`src/rtl/wallace_product_accumulator_if.sv`:
```
// Handshake bundle between the Wallace product unit and the product accumulator.
// Ports: start, in_valid/in_ready/product (product stream), out_valid/out_ready/acc/ovf (result), busy.
// master = producer/consumer side (testbench or datapath), slave = accumulator.
interface wallace_product_accumulator_if #(
    parameter int ACC_WIDTH = 19
);
    logic                 start;
    logic                 in_valid;
    logic                 in_ready;
    logic [15:0]          product;
    logic                 out_valid;
    logic                 out_ready;
    logic [ACC_WIDTH-1:0] acc;
    logic                 ovf;
    logic                 busy;

    modport master (
        output start, in_valid, product, out_ready,
        input  in_ready, out_valid, acc, ovf, busy
    );

    modport slave (
        input  start, in_valid, product, out_ready,
        output in_ready, out_valid, acc, ovf, busy
    );
endinterface

```
`src/rtl/wallace_product_accumulator.sv`:
```
// Sums N_TERMS consecutive 16-bit unsigned products into one dot-product result.
// Latency: result valid the cycle after the N_TERMS-th accepted product (N_TERMS+1 from start minimum).
// Backpressure: in_ready only in ACCUM; result held in DONE until out_ready.
// Ports: i_clk, i_rst (sync, active-high), io_bus (slave modport of wallace_product_accumulator_if).
module wallace_product_accumulator #(
    parameter int N_TERMS   = 8,
    parameter int ACC_WIDTH = 19
) (
    input  logic                          i_clk,
    input  logic                          i_rst,
    wallace_product_accumulator_if.slave  io_bus
);
    localparam int CNT_W = $clog2(N_TERMS + 1);

    typedef enum logic [1:0] {
        S_IDLE  = 2'd0,
        S_ACCUM = 2'd1,
        S_DONE  = 2'd2
    } state_t;

    state_t               r_state;
    state_t               w_next;
    logic [ACC_WIDTH-1:0] r_acc;
    logic                 r_ovf;
    logic [CNT_W-1:0]     r_count;

    logic                 w_xfer;
    logic                 w_last;
    logic [ACC_WIDTH:0]   w_sum;

    // Product is taken straight from the bus at the edge; the extra top bit
    // of the sum is the carry out of the accumulator MSB.
    assign w_xfer = (r_state == S_ACCUM) && io_bus.in_valid;
    assign w_last = (r_count == CNT_W'(N_TERMS - 1));
    assign w_sum  = {1'b0, r_acc} + {{(ACC_WIDTH - 15){1'b0}}, io_bus.product};

    always_ff @(posedge i_clk) begin
        if (i_rst) begin
            r_state <= S_IDLE;
            r_acc   <= '0;
            r_ovf   <= 1'b0;
            r_count <= '0;
        end else begin
            r_state <= w_next;
            if (r_state == S_IDLE && io_bus.start) begin
                r_acc   <= '0;
                r_ovf   <= 1'b0;
                r_count <= '0;
            end else if (w_xfer) begin
                r_acc   <= w_sum[ACC_WIDTH-1:0];
                r_ovf   <= r_ovf | w_sum[ACC_WIDTH];
                r_count <= r_count + CNT_W'(1);
            end
        end
    end

    always_comb begin
        w_next           = r_state;
        io_bus.in_ready  = 1'b0;
        io_bus.out_valid = 1'b0;
        io_bus.busy      = 1'b0;
        case (r_state)
            S_IDLE: begin
                if (io_bus.start) begin
                    w_next = S_ACCUM;
                end
            end
            S_ACCUM: begin
                io_bus.in_ready = 1'b1;
                io_bus.busy     = 1'b1;
                if (w_xfer && w_last) begin
                    w_next = S_DONE;
                end
            end
            S_DONE: begin
                io_bus.out_valid = 1'b1;
                io_bus.busy      = 1'b1;
                if (io_bus.out_ready) begin
                    w_next = S_IDLE;
                end
            end
            default: begin
                w_next = S_IDLE;
            end
        endcase
    end

    // acc keeps the last result through IDLE until the next start clears it.
    assign io_bus.acc = r_acc;
    assign io_bus.ovf = r_ovf;
endmodule

```
`src/flat_wrapper.sv`:
```
// flat-port wrapper written by rule: the top's interface ports become plain ports
module wallace_product_accumulator_flat 
#(
    parameter int N_TERMS   = 8,
    parameter int ACC_WIDTH = 19
)
  (i_clk, i_rst, io_bus_start, io_bus_in_valid, io_bus_product, io_bus_out_ready, io_bus_in_ready, io_bus_out_valid, io_bus_acc, io_bus_ovf, io_bus_busy);
  wallace_product_accumulator_if #(.ACC_WIDTH(ACC_WIDTH)) io_bus_i ();
  input  logic i_clk;
  input  logic i_rst;
  input wire logic [$bits(io_bus_i.start)-1:0] io_bus_start;
  input wire logic [$bits(io_bus_i.in_valid)-1:0] io_bus_in_valid;
  input wire logic [$bits(io_bus_i.product)-1:0] io_bus_product;
  input wire logic [$bits(io_bus_i.out_ready)-1:0] io_bus_out_ready;
  output wire logic [$bits(io_bus_i.in_ready)-1:0] io_bus_in_ready;
  output wire logic [$bits(io_bus_i.out_valid)-1:0] io_bus_out_valid;
  output wire logic [$bits(io_bus_i.acc)-1:0] io_bus_acc;
  output wire logic [$bits(io_bus_i.ovf)-1:0] io_bus_ovf;
  output wire logic [$bits(io_bus_i.busy)-1:0] io_bus_busy;
  assign io_bus_i.start = io_bus_start;
  assign io_bus_i.in_valid = io_bus_in_valid;
  assign io_bus_i.product = io_bus_product;
  assign io_bus_i.out_ready = io_bus_out_ready;
  assign io_bus_in_ready = io_bus_i.in_ready;
  assign io_bus_out_valid = io_bus_i.out_valid;
  assign io_bus_acc = io_bus_i.acc;
  assign io_bus_ovf = io_bus_i.ovf;
  assign io_bus_busy = io_bus_i.busy;
  wallace_product_accumulator #(.N_TERMS(N_TERMS), .ACC_WIDTH(ACC_WIDTH)) u_core (.i_clk(i_clk), .i_rst(i_rst), .io_bus(io_bus_i));
endmodule
```
`config.mk`:
```
export PLATFORM = sky130hd
export DESIGN_NAME = wallace_product_accumulator_flat
export DESIGN_NICKNAME = d
export VERILOG_FILES = /design/src/rtl/wallace_product_accumulator_if.sv /design/src/rtl/wallace_product_accumulator.sv /design/src/flat_wrapper.sv
export SDC_FILE = /design/constraint.sdc
export NUM_CORES = 1
export LEC_CHECK = 0
export BUFFER_PORTS_ARGS = -buffer_cell sky130_fd_sc_hd__buf_2
export CORE_ASPECT_RATIO = 0.5
export CORE_UTILIZATION = 55
export CTS_BUF_LIST = sky130_fd_sc_hd__clkbuf_8
export CTS_CLUSTER_SIZE = 14
export DETAILED_ROUTE_END_ITERATION = 7
export PLACE_DENSITY = 0.82
export RECOVER_POWER = 100
export SLEW_MARGIN = 20
export SYNTH_ARGS = -nofsm -noshare
export SYNTH_HDL_FRONTEND = slang
export SYNTH_SLANG_ARGS = --single-unit
```
`constraint.sdc`:
```
create_clock -name i_clk -period 2.5 [get_ports i_clk]
set_clock_uncertainty 0.05 [all_clocks]
set_input_delay 0.25 -clock i_clk [delete_from_list [all_inputs] [get_ports i_clk]]
set_output_delay 0.25 -clock i_clk [all_outputs]
set_load 0.01 [all_outputs]
```
==> impl_metrics.yaml <==
run_status:
  status: "complete, no violations"
synthesis:
  synthesis.area_um2: 1830
  synth-async-reset-ratio: 0
  synthesis.nets: 278
  syn_inst: 235
  syn_area_per_cell_um2: 7.79
  ys_ff_latch: 26
  synth_seq_area_share: 0.284
  synth_edf_count: 0
  ys_warn_count: 0
  ys.flop_type: "dfxtp_1"
  yosysUniqueCellTypes: 38
critical_path:
  cp-end-kind: "flip-flop"
  critPathLaunchType: "flip-flop"
  required_ps: 2670
  critPathKind: "flip-flop to flip-flop"
  crit_start: "u_core.io_bus.acc[0]$_SDFFE_PP0P_"
  cp.arrival_ps: 2520
  reg2reg_from: "u_core.io_bus.acc[0]$_SDFFE_PP0P_"
  critical_path.max_fanout: 3
cells_and_area:
  finalNetCount: 322
  fillers: 282
  diodes: 0
  synthToLayoutAreaGrowth_pct: 15.4
  drive_above_1_share: 0.112
  post_layout_nonfiller_instances: 318
  final_area_um2: 2110
clock_network:
  clkTransAtPathRegs_ps: 90
  cts_resized: 0
  root_buffer: "clkbuf_8"
  cts_buffers: 3
  h-tree-depth: 1
  hold_buffers: 0
  cts_setup_buffers: 0
  clockBufferDepth: 2
  cts_tree: "built"
  cts_sinks: 26
  clk-insertion-delay-late_ps: 280
detailed_routing:
  viasPerCell: 5.68
  finalWirelength_mm: 4.30
  dr.first_iter.drc_count: 169
  drcViolationCount: 0
  wire_per_inst_um: 13.5
  drtAntennaViolNets: 0
  first_pass_iters: 5
  vias: 1806
sta:
  rsz0062_at_grt: "no"
  setup_violations: 0
  hold_viol: 0
  max_freq_mhz: 426
  finalSetupTns_ps: 0
  max_slew_margin: 0.523
  fin_crit_sh: 0.938
  period_minus_slack_ps: 2350
  finalMaxSlewViolations: 0
  tightest_slew_ps: 715
  fin_ws_ps: 154
placement:
  placed_cell_area_um2: 2090
  post-place-ws_ps: 172
  port_buffers: 43
  dp.cells: 314
  globalplace.congestion: 0.885
  dp_hpwl_mm: 3.32
min_path:
  hold_path.class: "primary input to flip-flop"
  hp-start: "i_rst"
floorplanning:
  fp-row-count: 14
  die_h_um: 42.8
  die-area_um2: 3580
  core_area_um2: 3080
  start_util: 0.594
  ioPinCount: 44
  die_w_um: 83.6
pwr:
  vdd_ir_drop_max_v: 0.000436
  power_density_nw_per_um2: 637
  leakage_nw: 0.885
global_routing:
  grt_pass1_wl_mm: 7.43
  grt_usage: 0.258
  grt_max_degree: 16
  grt_pass1_vias: 1656
  overflow: 0
  antenna_found_initial: 0
flow_run:
  maxCapViolations: 0
layout make-up:
class	count	area, um2	area share
sequential	26	520	0.246
timing repair buffer	47	209	0.0989
tap	40	50.0	0.0237
inverter	12	45.0	0.0213
clock buffer	4	55.1	0.0261
multi-input combinational	189	1230	0.584
cell families (layout without fill, tap and decap cells):
family / Yosys count / count (layout) / share of synthesized area
adder cells (fa/ha/maj): 22 / 22 / 0.154
AND/OR/NAND/NOR: 83 / 83 / 0.215
XOR/XNOR: 13 / 13 / 0.0622
AO/OA/AOI/OAI: 71 / 71 / 0.243
buffers and inverters: 20 / 63 / 0.0417
flip-flops: 26 / 26 / 0.284
placed cells by master, fill, tap and decap left out, types with 2 or more instances in the layout:
| cell | netlist | routed |
|---|---|---|
| nand2_1 | 25 | 25 |
| inv_1 | 12 | 12 |
| nor3_1 | 3 | 3 |
| nand4_1 | 6 | 6 |
| xnor2_1 | 8 | 8 |
| o21ai_0 | 6 | 7 |
| o211ai_1 | 2 | 2 |
| buf_2 | 1 | 20 |
| xor2_1 | 5 | 5 |
| a21oi_1 | 34 | 35 |
| clkbuf_1 | 6 | 25 |
| nand2b_1 | 3 | 3 |
| clkbuf_8 | 0 | 4 |
| a211oi_1 | 3 | 3 |
| o31ai_1 | 4 | 4 |
| ha_1 | 21 | 21 |
| dfxtp_1 | 26 | 26 |
| or4_1 | 3 | 3 |
| a31oi_1 | 2 | 2 |
| nand3_1 | 13 | 13 |
| nor2_1 | 23 | 23 |
| buf_4 | 0 | 2 |
| a21o_1 | 8 | 8 |
| o21bai_1 | 2 | 2 |
| nor4_2 | 1 | 2 |
registers in the layout (all words and copies together), names as in the netlist:
signal	count
u_core.io_bus.ovf	1
u_core.r_count	4
u_core.io_bus.acc	19
u_core.r_state	2
stage by stage:
stage | hold WS (ps) | utilization | power (mW)
after global routing | 115 | 0.685 | 1.44
final | 120 | 0.685 | 1.35
after floorplan | 272 | - | 0.915
after detailed placement | 420 | 0.679 | 1.08
after CTS | 122 | 0.697 | 1.37
after global placement | 407 | 0.679 | 1.07
synthesized netlist by cell type (4+ instances only):
cell	instances	area, um2
o31ai_1	4	30.0
a21o_1	8	60.1
nand4_1	6	37.5
o21ai_0	6	30.0
a21oi_1	34	170
inv_1	12	45.0
ha_1	21	263
nor2_1	23	86.3
xor2_1	5	43.8
xnor2_1	8	70.1
nand2_1	25	93.8
nand3_1	13	65.1
dfxtp_1	26	521
clkbuf_1	6	22.5
critical path, stage by stage (launching register included):
cell      delay (ps)
dfxtp_1          360
ha_1             170
inv_1             50
fa_1             380
nand2b_1         200
a21oi_2          210
nor2_1           110
o21ai_2          180
a21oi_1          100
or4_1            400
nand3_1           70
power by group:
group,leakage (nW),switching (mW),internal [mW]
clock,0.0288,0.139,0.141
combinational,0.646,0.374,0.205
sequential,0.210,0.0317,0.456
metal layers:
layer	GRT usage	up-vias	part of all wire
met5	0	-	0
met4	0.0712	0	0.013
met3	0.0486	8	0.051
met2	0.446	59	0.44
met1	0.334	810	0.49
li1	-	929	-
final timing paths:
path	end	slack (ps)	cells past startpoint
setup / recovery	u_core.io_bus.acc[10]$_SDFFE_PP0P_	150	10
hold / removal	u_core.r_state[1]$_SDFFE_PP0P_	120	2
hold reg to reg	u_core.r_count[1]$_SDFFE_PP0P_	430	2
setup reg to reg	u_core.io_bus.acc[10]$_SDFFE_PP0P_	150	10
Note: power is estimated with default switching activity, not from simulation.
